<file path="config.mk">
export PLATFORM = sky130hd
export DESIGN_NAME = custom_wptr_full
export DESIGN_NICKNAME = d
export VERILOG_FILES = /design/src/rtl/custom_fifo_pkg.sv /design/src/rtl/custom_gray2bin.sv /design/src/rtl/custom_wptr_full.sv
export SDC_FILE = /design/constraint.sdc
export NUM_CORES = 1
export LEC_CHECK = 0
export BUFFER_PORTS_ARGS = -buffer_cell sky130_fd_sc_hd__buf_2
export CAP_MARGIN = 20
export CORE_AREA = 2 2 39 41
export CTS_CLUSTER_DIAMETER = 40
export DETAILED_ROUTE_END_ITERATION = 8
export DIE_AREA = 0 0 41 43
export PLACE_DENSITY_LB_ADDON = 0.1
export SYNTH_ARGS = -nofsm -noshare
export SYNTH_HDL_FRONTEND = slang
export SYNTH_SLANG_ARGS = --single-unit
</file>
<file path="constraint.sdc">
create_clock -name wclk_i -period 2.3 [get_ports wclk_i]
set_input_delay 0.23 -clock wclk_i [delete_from_list [all_inputs] [get_ports wclk_i]]
set_output_delay 0.23 -clock wclk_i [all_outputs]
set_load 0.02 [all_outputs]
</file>
<file path="src/rtl/custom_fifo_pkg.sv">
`default_nettype none
// ============================================================================
// Module : custom_fifo_pkg
// Brief  : Shared FIFO constants and binary/Gray conversion helpers.
// Rev    : 1.0  initial release
// ============================================================================
package custom_fifo_pkg;

    localparam int DEF_ADDRSIZE = 4;
    localparam int FN_MAXW      = 32;

    function automatic logic [FN_MAXW-1:0] width_mask(input int width);
        return (width >= FN_MAXW) ? '1 : ((FN_MAXW'(1) << width) - FN_MAXW'(1));
    endfunction

    function automatic logic [FN_MAXW-1:0] bin2gray(input logic [FN_MAXW-1:0] bin,
                                                    input int width);
        logic [FN_MAXW-1:0] b;
        b = bin & width_mask(width);
        return b ^ (b >> 1);
    endfunction

    // Prefix XOR from the MSB down; zero-extended inputs convert exactly.
    function automatic logic [FN_MAXW-1:0] gray2bin(input logic [FN_MAXW-1:0] gray,
                                                    input int width);
        logic [FN_MAXW-1:0] g;
        logic [FN_MAXW-1:0] b;
        g = gray & width_mask(width);
        b = g;
        for (int i = 1; i < FN_MAXW; i++) begin
            b = b ^ (g >> i);
        end
        return b;
    endfunction

endpackage
`default_nettype wire

</file>
<file path="src/rtl/custom_gray2bin.sv">
`default_nettype none
// ============================================================================
// Module : custom_gray2bin
// Brief  : Combinational Gray-to-binary converter of parameterizable width.
// Rev    : 1.0  initial release
// ============================================================================
module custom_gray2bin
    import custom_fifo_pkg::*;
#(
    parameter int WIDTH = DEF_ADDRSIZE + 1
) (
    input  logic [WIDTH-1:0] gray_i,
    output logic [WIDTH-1:0] bin_o
);

    assign bin_o = WIDTH'(gray2bin(FN_MAXW'(gray_i), WIDTH));

endmodule
`default_nettype wire

</file>
<file path="src/rtl/custom_wptr_full.sv">
`default_nettype none
// ============================================================================
// Module : custom_wptr_full
// Brief  : Async-FIFO write pointer with registered full, sticky overflow and
//          optional almost-full (enabled by macro CUSTOM_WPTR_AFULL_EN).
// Rev    : 1.0  initial release
// ============================================================================
module custom_wptr_full
    import custom_fifo_pkg::*;
#(
    parameter int ADDRSIZE     = DEF_ADDRSIZE,
    parameter int AFULL_THRESH = 2
) (
    input  logic                wclk_i,
    input  logic                wrst_n_i,
    input  logic                winc_i,
    input  logic [ADDRSIZE:0]   rptr_sync2_wrclk,
    output logic [ADDRSIZE-1:0] waddr_o,
    output logic [ADDRSIZE:0]   wptr_g,
    output logic                wfull_o,
    output logic                wovf_o
`ifdef CUSTOM_WPTR_AFULL_EN
    ,
    output logic                wafull_o
`endif
);

    localparam int PTR_W = ADDRSIZE + 1;

    if (ADDRSIZE < 2 || AFULL_THRESH < 0 || AFULL_THRESH > (1 << ADDRSIZE)) begin : g_param_chk
        $error("custom_wptr_full: illegal ADDRSIZE/AFULL_THRESH");
    end

    logic [ADDRSIZE:0] wbin_q,  wbin_d;
    logic [ADDRSIZE:0] wgray_q, wgray_d;
    logic              wfull_q, wfull_d;
    logic              wovf_q,  wovf_d;
    logic [ADDRSIZE:0] rptr_full_cmp;

    // A pointer exactly one lap ahead of the read pointer differs in the top two Gray bits.
    assign rptr_full_cmp = {~rptr_sync2_wrclk[ADDRSIZE:ADDRSIZE-1], rptr_sync2_wrclk[ADDRSIZE-2:0]};

    always_comb begin
        wbin_d  = wbin_q + PTR_W'(winc_i & ~wfull_q);
        wgray_d = PTR_W'(bin2gray(FN_MAXW'(wbin_d), PTR_W));
        wfull_d = (wgray_d == rptr_full_cmp);
        wovf_d  = wovf_q | (winc_i & wfull_q);
    end

    always_ff @(posedge wclk_i or negedge wrst_n_i) begin
        if (!wrst_n_i) begin
            wbin_q  <= '0;
            wgray_q <= '0;
            wfull_q <= 1'b0;
            wovf_q  <= 1'b0;
        end else begin
            wbin_q  <= wbin_d;
            wgray_q <= wgray_d;
            wfull_q <= wfull_d;
            wovf_q  <= wovf_d;
        end
    end

    assign waddr_o = wbin_q[ADDRSIZE-1:0];
    assign wptr_g  = wgray_q;
    assign wfull_o = wfull_q;
    assign wovf_o  = wovf_q;

`ifdef CUSTOM_WPTR_AFULL_EN
    localparam logic [ADDRSIZE:0] AFULL_LVL = PTR_W'((1 << ADDRSIZE) - AFULL_THRESH);

    logic [ADDRSIZE:0] rbin_s;
    logic [ADDRSIZE:0] used;
    logic              wafull_q, wafull_d;

    custom_gray2bin #(
        .WIDTH (PTR_W)
    ) u_rptr_g2b (
        .gray_i (rptr_sync2_wrclk),
        .bin_o  (rbin_s)
    );

    always_comb begin
        used     = wbin_d - rbin_s;
        wafull_d = (used >= AFULL_LVL);
    end

    always_ff @(posedge wclk_i or negedge wrst_n_i) begin
        if (!wrst_n_i) begin
            wafull_q <= 1'b0;
        end else begin
            wafull_q <= wafull_d;
        end
    end

    assign wafull_o = wafull_q;
`endif

endmodule
`default_nettype wire

</file>
* Word level (Yosys, flattened, before mapping)
Cells that the tools add are included.
** Operators by class
- $add $sub $neg :: 1
- Multipliers :: 0
- Div/mod/pow operators :: 0
- Order comparisons :: 0
- Equal/unequal tests :: 1
- Shifts and indexed selects :: 0
- Multiplexer cells :: 0
- Bitwise gates (word level) :: 6
- Reduce and logical (&&, ||, !) cells :: 0
** Operator list (count)
- $add 5x5->5 :: 1
- $and 1x5->5 :: 1
- $eq 5x5->1 :: 1
- $not 1->5 :: 1
- $xor 5x4->5 :: 1
- $not 2->2 :: 1
- $and 1x1->1 :: 1
- $or 1x1->1 :: 1
** Word-level totals
- Register bits after elaboration :: 12
- Bits in latches :: 0
- Bits in writable memories :: 0
- ROM bits :: 0
- Bits of input ports :: 8
- Output and inout port bits :: 11
- Word-level logic and storage cells :: 12
- Memories :: 0

* Longest topological paths before layout
Gate-level depths: netlist (run 1).
- Word-level depth :: 5
- Mapped depth :: 8
- Mapped depth without buffers :: 8

* Worst setup path after synthesis (run 1)
OpenSTA, ideal clock, no wires.
- Path type :: flip-flop to flip-flop
- Start :: reg wfull_q, in the netlist wfull_o
- End :: reg wfull_q, in the netlist wfull_o
- Library setup time :: 0.096 ns
- Arrival :: 1.986 ns
- Data required time :: 2.204 ns
- Slack :: 0.218 ns
- Stages on the path, launching flop included :: 8
- Buffers on the path :: 0
- Period minus slack after synthesis :: 2.082 ns
- Path through :: dfrtp_1 -> nor2b_1 -> ha_1 -> ha_1 -> xnor2_1 -> or3_1 -> a31o_1 -> nor4_2
** On the way
- Longest elaborated chain between the ends :: 5
** Ends and longest elaborated chain
- start: declaration :: line custom_wptr_full.sv:36 : logic wfull_q, wfull_d;
- start signal: assignment :: line custom_wptr_full.sv:59 : wfull_q <= wfull_d;
- $not 1->5 :: line custom_wptr_full.sv:44 : wbin_d = wbin_q + PTR_W'(winc_i & ~wfull_q);
- $and 1x5->5 :: line custom_wptr_full.sv:44
- $add 5x5->5 :: line custom_wptr_full.sv:44
- net wbin_d[1] :: line custom_wptr_full.sv:34 : logic [ADDRSIZE:0] wbin_q, wbin_d;
- $xor 5x4->5 :: line custom_fifo_pkg.sv:20 : return b ^ (b >> 1);
- $eq 5x5->1 :: line custom_wptr_full.sv:46 : wfull_d = (wgray_d == rptr_full_cmp);
- net wfull_d :: line custom_wptr_full.sv:36
The timed path passes the listed nets, and every way through them passes these cells.

* Final worst setup path (run 1)
Ends and elaborated chain as after synthesis.

==> results of run 1 <==
-- flip-flops by register name, summed over array words and instances (netlist names) --
name     count
wbin_q       5
wptr_g       4
wfull_o      1
wovf_o       1
-- repair_timing --
item,4_1_cts,5_1_grt
endpoints found under the hold margin,11,0
resized for setup,0,1
endpoints found under the setup margin,0,1
hold buffers,1,0
-- routing by layer --
metal  vias up  wire length [um]
met5         -                 0
met4         0                 0
met3         0                60
met2        13               406
met1       179               418
li1        195                 -
-- metrics by stage --
step / cells / total power, mW / hold slack [ns] / setup WS [ns] / cell area (um^2)
4_1_cts: 83 / 1.23 / 0.169 / 0.148 / 682
2_1_floorplan: 43 / 0.891 / -0.0656 / 0.218 / 528
5_1_grt: 83 / 1.35 / 0.172 / 0.0455 / 689
3_3_place_gp: 78 / 1.08 / 0.108 / 0.244 / 646
6_report: 83 / 1.23 / 0.177 / 0.226 / 689
3_5_place_dp: 78 / 1.10 / 0.109 / 0.177 / 646
-- worst paths after layout --
| check | from | cells past startpoint | to |
|---|---|---|---|
| max in group asynchronous | wrst_n_i | 2 | wbin_q[1] |
| setup / recovery | wfull_o | 8 | wfull_o |
| hold reg to reg | wovf_o | 1 | wovf_o |
| min in group asynchronous | wrst_n_i | 2 | wptr_g[0] |
| setup reg to reg | wfull_o | 8 | wfull_o |
| hold / removal | winc_i | 2 | wovf_o |
-- synthesized netlist by cell type --
| cell | count | area (um^2) |
|---|---|---|
| nor3b_1 | 1 | 7.51 |
| nor3_1 | 1 | 5.00 |
| a21o_1 | 1 | 7.51 |
| nand2_1 | 1 | 3.75 |
| xor2_1 | 9 | 78.8 |
| xnor2_1 | 5 | 43.8 |
| nand3_1 | 3 | 15.0 |
| o21ai_0 | 1 | 5.00 |
| nor4_2 | 1 | 12.5 |
| or3_1 | 1 | 6.26 |
| a21oi_1 | 1 | 5.00 |
| and3b_2 | 1 | 10.0 |
| ha_1 | 2 | 25.0 |
| nor2b_1 | 3 | 18.8 |
| a31o_1 | 1 | 8.76 |
| dfrtp_1 | 11 | 275 |
-- where the power goes --
group	internal [mW]	switching, mW
clock network	0.0670	0.0605
logic	0.311	0.412
registers	0.301	0.0770
total	0.678	0.550
-- area by class of cell --
| cell class | instances | area (um^2) |
|---|---|---|
| Timing Repair Buffer | 20 | 108 |
| Sequential cell | 11 | 275 |
| Multi-Input combinational cell | 32 | 260 |
| Tap cell | 16 | 20.0 |
| Fill cell | 133 | 694 |
| Clock buffer | 4 | 26.3 |
-- kinds of logic (layout without fill, tap and decap cells) --
family	after synthesis	after routing	share of synthesized area (%)
XOR/XNOR	14	14	23.2
adder cells (fa/ha/maj)	2	2	4.74
AO/OA/AOI/OAI	4	4	4.98
AND/OR/NAND/NOR	12	12	14.9
flip-flops	11	11	52.1
buffers and inverters	0	24	0
==> results.sh, run 1 <==
export IMPL_cp_num_buf_inv=0
export IMPL_io_buffers=18
export IMPL_tightestPinTransition_ns=0.409
export IMPL_path_delay_family="simple AND/OR/NAND/NOR gates"
export IMPL_p_per_area_nw_per_um2=1780
export IMPL_status="completed"
export IMPL_clock_skew_ns=0.00564
export IMPL_ir_drop_mv=0.677
export IMPL_cts_tree="done"
export IMPL_crit_type="reg -> reg"
export IMPL_start_util_pct=38.2
export IMPL_finalSetupViolCount=0
export IMPL_n_antenna_cell=0
export IMPL_die_area_um2=1760
export IMPL_clock_latency_ns=0.26
export IMPL_postSynthCellCount=43
export IMPL_root_buffer="clkbuf_4"
export IMPL_hold_viol_final=0
export IMPL_grt_util_met1_pct=17.9
export IMPL_worstSetupEndpointType="flip-flop"
export IMPL_maxCapViolations=0
export IMPL_dieHeight_um=43
export IMPL_cts_max_path_buffers=2
export IMPL_drive_gt1_share_pct=37.3
export IMPL_postCtsSetupBuffers=0
export IMPL_synth_seq_cells=11
export IMPL_overflow=0
export IMPL_max_freq_mhz=482
export IMPL_drt_iter0_drc=0
export IMPL_hp_class="in -> reg"
export IMPL_timing_final_crit_share_pct=90.2
export IMPL_synth_area_per_cell_um2=12.3
export IMPL_rsz0062_at_grt="no"
export IMPL_cts_sinks=11
export IMPL_synthToLayoutAreaGrowth_pct=30.6
export IMPL_slew_violations=0
export IMPL_post_route_util_pct=49.8
export IMPL_crit_path_max_incr_delay_ns=0.39
export IMPL_ant_nets=0
export IMPL_grt_usage_pct=13.7
export IMPL_finalSetupTns_ns=0
export IMPL_cts_made_buffers=3
export IMPL_leakage_nw=0.332
export IMPL_use_met2_pct=18.8
export IMPL_grt_pass1_wl_mm=1.55
export IMPL_ys_warn_count=0
export IMPL_cp_start_kind="flip-flop"
export IMPL_first_pass_iters=1
export IMPL_io_pins=19
export IMPL_gr_usage_met3_pct=4.71
export IMPL_gp_congestion=0.726
export IMPL_clk_pin_slew_ns=0.07
export IMPL_slowest_stage="dfrtp_1"
export IMPL_synth_yosys_seq_area_share_pct=52.1
export IMPL_grt_pass1_vias=372
export IMPL_required_ns=2.47
export IMPL_maxSlewHeadroom_pct=72.4
export IMPL_period_needed_ns=2.07
export IMPL_ys_types=16
export IMPL_cp_max_fo=4
export IMPL_grt_max_degree=12
export IMPL_rows=14
export IMPL_route_detailed_drc=0
export IMPL_routedWlPerCell_um=10.7
export IMPL_mostFrequentLayoutCells="buf_2 (18), dfrtp_1 (11), xor2_1 (9)"
export IMPL_mostFrequentLayoutCell="buf_2"
export IMPL_via_per_inst=4.66
export IMPL_core_um2=1380
export IMPL_netlist_area_um2=528
export IMPL_wl_um=886
export IMPL_layout_nets=78
export IMPL_critPathArrivalTime_ns=2.25
export IMPL_grt_busiest_layer="met2"
export IMPL_die_x_um=41
export IMPL_cp_cell_sequence="nor2b_1 > ha_1 > ha_1 > xnor2_2 > nor3b_1 > nor3_1 > a31o_1 > nor4_2"
export IMPL_antenna_found_initial=0
export IMPL_synth_nets=53
export IMPL_r2r_slack_ns=0.23
export IMPL_crit_path_frequent_cell="ha_1"
export IMPL_h_tree_depth=1
export IMPL_vias=387
No activity file was read; power rests on OpenSTA's default activity.
==> run 2, diff against run 1 <==
--- a/config.mk
+++ b/config.mk
@@ -7,11 +7,11 @@
 export LEC_CHECK = 0
 export BUFFER_PORTS_ARGS = -buffer_cell sky130_fd_sc_hd__buf_2
 export CAP_MARGIN = 20
-export CORE_AREA = 2 2 39 41
-export CTS_CLUSTER_DIAMETER = 40
+export CORE_UTILIZATION = 37
+export CTS_CLUSTER_DIAMETER = 150
 export DETAILED_ROUTE_END_ITERATION = 8
-export DIE_AREA = 0 0 41 43
 export PLACE_DENSITY_LB_ADDON = 0.1
+export REMOVE_ABC_BUFFERS = 1
 export SYNTH_ARGS = -nofsm -noshare
 export SYNTH_HDL_FRONTEND = slang
 export SYNTH_SLANG_ARGS = --single-unit
==> results.sh, run 2 (synthesis results as in run 1) <==
export IMPL_clk_pin_slew_ns=0.06
export IMPL_required_ns=2.47
export IMPL_max_freq_mhz=487
export IMPL_hp_class="in -> reg"
export IMPL_p_sw_share_pct=44.6
export IMPL_postCtsSetupBuffers=0
export IMPL_seq_area_um2=275
export IMPL_ant_nets=0
export IMPL_maxCapViolations=0
export IMPL_die_area_um2=1580
export IMPL_rsz0062_at_grt="no"
export IMPL_slew_violations=0
export IMPL_routedWlPerCell_um=10.7
export IMPL_cp_max_fo=4
export IMPL_core_um2=1320
export IMPL_gp_congestion=0.721
export IMPL_layout_nets=78
export IMPL_grt_pass1_vias=339
export IMPL_first_pass_iters=3
export IMPL_worstSetupEndpointType="flip-flop"
export IMPL_h_tree_depth=1
export IMPL_p_total_mw=1.22
export IMPL_critPathArrivalTime_ns=2.22
export IMPL_clkPwrFrac_pct=10.6
export IMPL_io_buffers=18
export IMPL_ir_drop_mv=0.744
export IMPL_fin_cells=82
export IMPL_tightestPinTransition_ns=0.347
export IMPL_placed_cells=77
export IMPL_cts_tree="done"
export IMPL_fill_cells=125
export IMPL_clock_skew_ns=0.0133
export IMPL_cp_start_kind="flip-flop"
export IMPL_drt_iter0_drc=3
export IMPL_mostFrequentLayoutCells="buf_2 (18), dfrtp_1 (11), xor2_1 (9)"
export IMPL_combinationalPowerShare_pct=58.9
export IMPL_post_route_util_pct=52.2
export IMPL_io_pins=19
export IMPL_cts_made_buffers=3
export IMPL_synthToLayoutAreaGrowth_pct=30.3
export IMPL_grt_pass1_wl_mm=1.38
export IMPL_start_util_pct=40.1
export IMPL_via_per_inst=4.65
export IMPL_hold_slack_ns=0.186
export IMPL_maxSlewHeadroom_pct=76.6
export IMPL_clock_latency_ns=0.27
export IMPL_fin_ws_ns=0.245
export IMPL_fin_area_um2=688
export IMPL_seq_power_share_pct=30.5
export IMPL_leakage_nw=0.332
export IMPL_place_area_um2=644
export IMPL_root_buffer="clkbuf_4"
export IMPL_rows=13
export IMPL_dp_hpwl_um=698
export IMPL_power_switching_mw=0.546
export IMPL_vias=381
export IMPL_multi_input_area_um2=260
export IMPL_overflow=0
export IMPL_n_antenna_cell=0
export IMPL_timing_final_crit_share_pct=89.4
export IMPL_crit_type="reg -> reg"
export IMPL_status="completed"
export IMPL_wl_um=878
export IMPL_mostFrequentLayoutCell="buf_2"
export IMPL_dp_slack_ns=0.188
export IMPL_route_detailed_drc=0
export IMPL_largest_register_ffs=5
export IMPL_grt_usage_pct=14.0
export IMPL_cts_max_path_buffers=2
export IMPL_cts_sinks=11
export IMPL_die_x_um=39.8
export IMPL_largest_register="wbin_q"
export IMPL_power_internal_mw=0.679
export IMPL_hold_viol_final=0
export IMPL_antenna_found_initial=0
export IMPL_period_needed_ns=2.06
export IMPL_drive_gt1_share_pct=37.3
export IMPL_p_per_area_nw_per_um2=1780
export IMPL_grt_max_degree=12
export IMPL_finalSetupViolCount=0
export IMPL_dieHeight_um=39.8
export IMPL_finalSetupTns_ns=0
[run 2: cell type report]
class	count	area share, %
Clock buffer	4	3.82
Multi-Input combinational cell	32	37.8
Sequential cell	11	40.0
Tap cell	15	2.73
Timing Repair Buffer	20	15.6
[run 2: routing by layer]
metal	vias up	track usage (%)	wire length [um]
li1	194	-	-
met1	174	17.1	445
met2	13	20.9	384
met3	0	6.82	48
met4	0	5.17	0
met5	-	0	0
[run 2: critical path, cell delays in order, from the launching register on]
cell     delay [ns]
dfrtp_1        0.39
nor2b_1        0.12
ha_1           0.22
ha_1           0.29
xnor2_2        0.17
or3_1          0.31
a31o_1         0.23
nor4_2         0.25
[run 2: final timing paths]
path / start / to / slack [ns] / depth (start not counted)
worst max-delay path: wfull_o / wfull_o / 0.24 / 7
worst min-delay path: winc_i / wovf_o / 0.19 / 2
worst max register to register: wfull_o / wfull_o / 0.24 / 7
worst min register to register: wovf_o / wovf_o / 0.45 / 1
max in group asynchronous: wrst_n_i / wptr_g[0] / 1.72 / 2
min in group asynchronous: wrst_n_i / wbin_q[0] / 0.36 / 2
[run 2: power groups by stage]
stage                     combinational, mW  sequential [mW]  clock [mW]
final                                 0.721            0.374       0.129
after global routing                  0.801            0.391       0.146
after CTS                             0.720            0.376       0.137
after detailed placement              0.717            0.379           0
after global placement                0.702            0.379           0
after floorplan                       0.391            0.500           0
[run 2: timing repair]
action	CTS	global route
resized for setup	0	1
setup endpoints to repair	0	1
hold buffers	1	0
hold endpoints to repair	11	0
==> run 3, diff against run 2 <==
--- a/config.mk
+++ b/config.mk
@@ -7,11 +7,15 @@
 export LEC_CHECK = 0
 export BUFFER_PORTS_ARGS = -buffer_cell sky130_fd_sc_hd__buf_2
 export CAP_MARGIN = 20
-export CORE_UTILIZATION = 37
+export CELL_PAD_IN_SITES_DETAIL_PLACEMENT = 0
+export CELL_PAD_IN_SITES_GLOBAL_PLACEMENT = 2
+export CORE_UTILIZATION = 28
 export CTS_CLUSTER_DIAMETER = 150
 export DETAILED_ROUTE_END_ITERATION = 8
 export PLACE_DENSITY_LB_ADDON = 0.1
 export REMOVE_ABC_BUFFERS = 1
+export SETUP_SLACK_MARGIN = 0.5
 export SYNTH_ARGS = -nofsm -noshare
 export SYNTH_HDL_FRONTEND = slang
+export SYNTH_HIERARCHICAL = 1
 export SYNTH_SLANG_ARGS = --single-unit
==> results.sh, run 3 <==
export IMPL_status="completed"
export IMPL_vias=398
export IMPL_clk_pin_slew_ns=0.06
export IMPL_antenna_found_initial=0
export IMPL_grt_pass1_wl_mm=1.67
export IMPL_period_needed_ns=1.83
export IMPL_mostFrequentLayoutCells="buf_2 (18), dfrtp_1 (11), xor2_1 (9)"
export IMPL_routedWlPerCell_um=11.3
export IMPL_h_tree_depth=1
export IMPL_first_pass_iters=2
export IMPL_synthTopCellsByArea="dfrtp_1 (52%), xor2_1 (15%), xnor2_1 (8.3%)"
export IMPL_synth_top_area_share_pct=52.1
export IMPL_ant_nets=0
export IMPL_synth_seq_cells=11
export IMPL_fin_cells=93
export IMPL_synth_yosys_seq_area_share_pct=52.1
export IMPL_worstSetupStartpoint="wfull_o"
export IMPL_route_detailed_drc=0
export IMPL_maxCapViolations=0
export IMPL_hold_slack_ns=0.185
export IMPL_via_per_inst=4.28
export IMPL_rsz0062_at_grt="yes"
export IMPL_tightestPinTransition_ns=0.332
export IMPL_synthToLayoutAreaGrowth_pct=40.0
export IMPL_clock_latency_ns=0.26
export IMPL_die_area_um2=2060
export IMPL_cts_tree="done"
export IMPL_min_delay_start="winc_i"
export IMPL_dieHeight_um=45.4
export IMPL_largest_register_ffs=5
export IMPL_wl_mm=1.06
export IMPL_required_ns=2.47
export IMPL_r2r_start="wfull_o"
export IMPL_drive_gt1_share_pct=42.6
export IMPL_crit_type="reg -> reg"
export IMPL_io_buffers=18
export IMPL_ir_drop_mv=0.633
export IMPL_leakage_nw=0.339
export IMPL_grt_usage_pct=12.4
export IMPL_cp_start_kind="flip-flop"
export IMPL_clock_skew_ns=0.00329
export IMPL_io_pins=19
export IMPL_placed_cells=86
export IMPL_drt_iter0_drc=3
export IMPL_finalSetupTns_ns=0
export IMPL_finalSetupViolCount=0
export IMPL_n_antenna_cell=0
export IMPL_cp_max_fo=4
export IMPL_die_x_um=45.4
export IMPL_cts_made_buffers=3
export IMPL_gp_congestion=0.704
export IMPL_layout_nets=79
export IMPL_synth_largest_area_cell="dfrtp_1"
export IMPL_synth_most_common_cell="dfrtp_1"
export IMPL_mostFrequentLayoutCell="buf_2"
export IMPL_synth_ff_type="dfrtp_1"
export IMPL_synth_area_per_cell_um2=12.3
export IMPL_cts_max_path_buffers=2
export IMPL_hold_viol_final=0
export IMPL_maxSlewHeadroom_pct=77.8
export IMPL_synth_edf_count=0
export IMPL_dp_hpwl_um=752
export IMPL_timing_final_crit_share_pct=79.6
export IMPL_grt_pass1_vias=367
export IMPL_largest_register="wbin_q"
export IMPL_critPathArrivalTime_ns=2.00
export IMPL_ys_warn_count=6
export IMPL_start_util_pct=30.3
export IMPL_postSynthCellCount=43
export IMPL_overflow=0
export IMPL_cts_sinks=11
export IMPL_place_area_um2=649
export IMPL_core_um2=1750
export IMPL_max_freq_mhz=546
export IMPL_p_total_mw=1.32
export IMPL_root_buffer="clkbuf_4"
export IMPL_grt_max_degree=12
export IMPL_slew_violations=0
export IMPL_fin_area_um2=739
export IMPL_hp_class="in -> reg"
export IMPL_netlist_area_um2=528
export IMPL_synth_common_cells="dfrtp_1 (11), xor2_1 (9), xnor2_1 (5), nand3_1 (3), nor2b_1 (3)"
export IMPL_p_per_area_nw_per_um2=1790
export IMPL_worstSetupEndpointType="flip-flop"
export IMPL_synth_async_reset_ratio_pct=100
export IMPL_rows=15
export IMPL_ys_types=16
run 3: changes by cell type in the layout (fill, tap and decap cells not counted), sizes merged:
cell  change
buf       +1
run 3: timing repair:
action                                  4_1_cts  5_1_grt
pin swaps                                     5        1
buffers inserted                              2        0
gates resized for setup                       6        1
hold endpoints to repair                     11        0
hold buffers                                  1        0
endpoints found under the setup margin        1        1
run 3: cells by family after synthesis:
kind of cell | after synthesis | synth area share (%)
compound gates | 4 | 4.98
xor+xnor | 14 | 23.2
fa+ha+maj | 2 | 4.74
flops | 11 | 52.1
simple gates | 12 | 14.9
run 3: power breakdown:
group	total, mW	switching (mW)	internal [mW]
clock	0.121	0.0539	0.0668
sequential	0.382	0.0813	0.301
combinational	0.821	0.446	0.375
run 3: layout make-up:
class / count / area, um^2
Clock buffer: 4 / 26.3
Multi-Input combinational cell: 32 / 292
Tap cell: 25 / 31.3
Fill cell: 179 / 1010
Sequential cell: 11 / 275
Timing Repair Buffer: 21 / 115
run 3: per-layer routing:
layer | vias up | part of all wire [%] | track usage (%)
met3 | 2 | 6.4 | 5.95
met2 | 17 | 47 | 19.7
met1 | 184 | 45 | 14.8
met4 | 0 | 1.0 | 3.64
li1 | 195 | - | -
met5 | - | 0 | 0
run 3: metrics by stage:
stage	utilization, %	worst slack, ns
2_1_floorplan	-	0.218
3_3_place_gp	37.2	0.124
3_5_place_dp	37.2	0.113
4_1_cts	42.1	0.450
5_1_grt	42.4	0.319
6_report	42.4	0.469
run 3: final timing paths:
| path | end | slack, ns | cells past startpoint |
|---|---|---|---|
| max | wfull_o | 0.47 | 7 |
| min | wovf_o | 0.19 | 2 |
| max reg2reg | wfull_o | 0.47 | 7 |
| min reg2reg | wovf_o | 0.45 | 1 |
| max in group asynchronous | wbin_q[3] | 1.73 | 2 |
| min in group asynchronous | wfull_o | 0.37 | 2 |
run 3: critical path: stages (launching register included):
cell     delay [ns]
dfrtp_1        0.38
nor2b_1        0.12
ha_2           0.23
ha_4           0.23
xnor2_4        0.13
or3_1          0.30
a31o_1         0.22
nor4_2         0.12
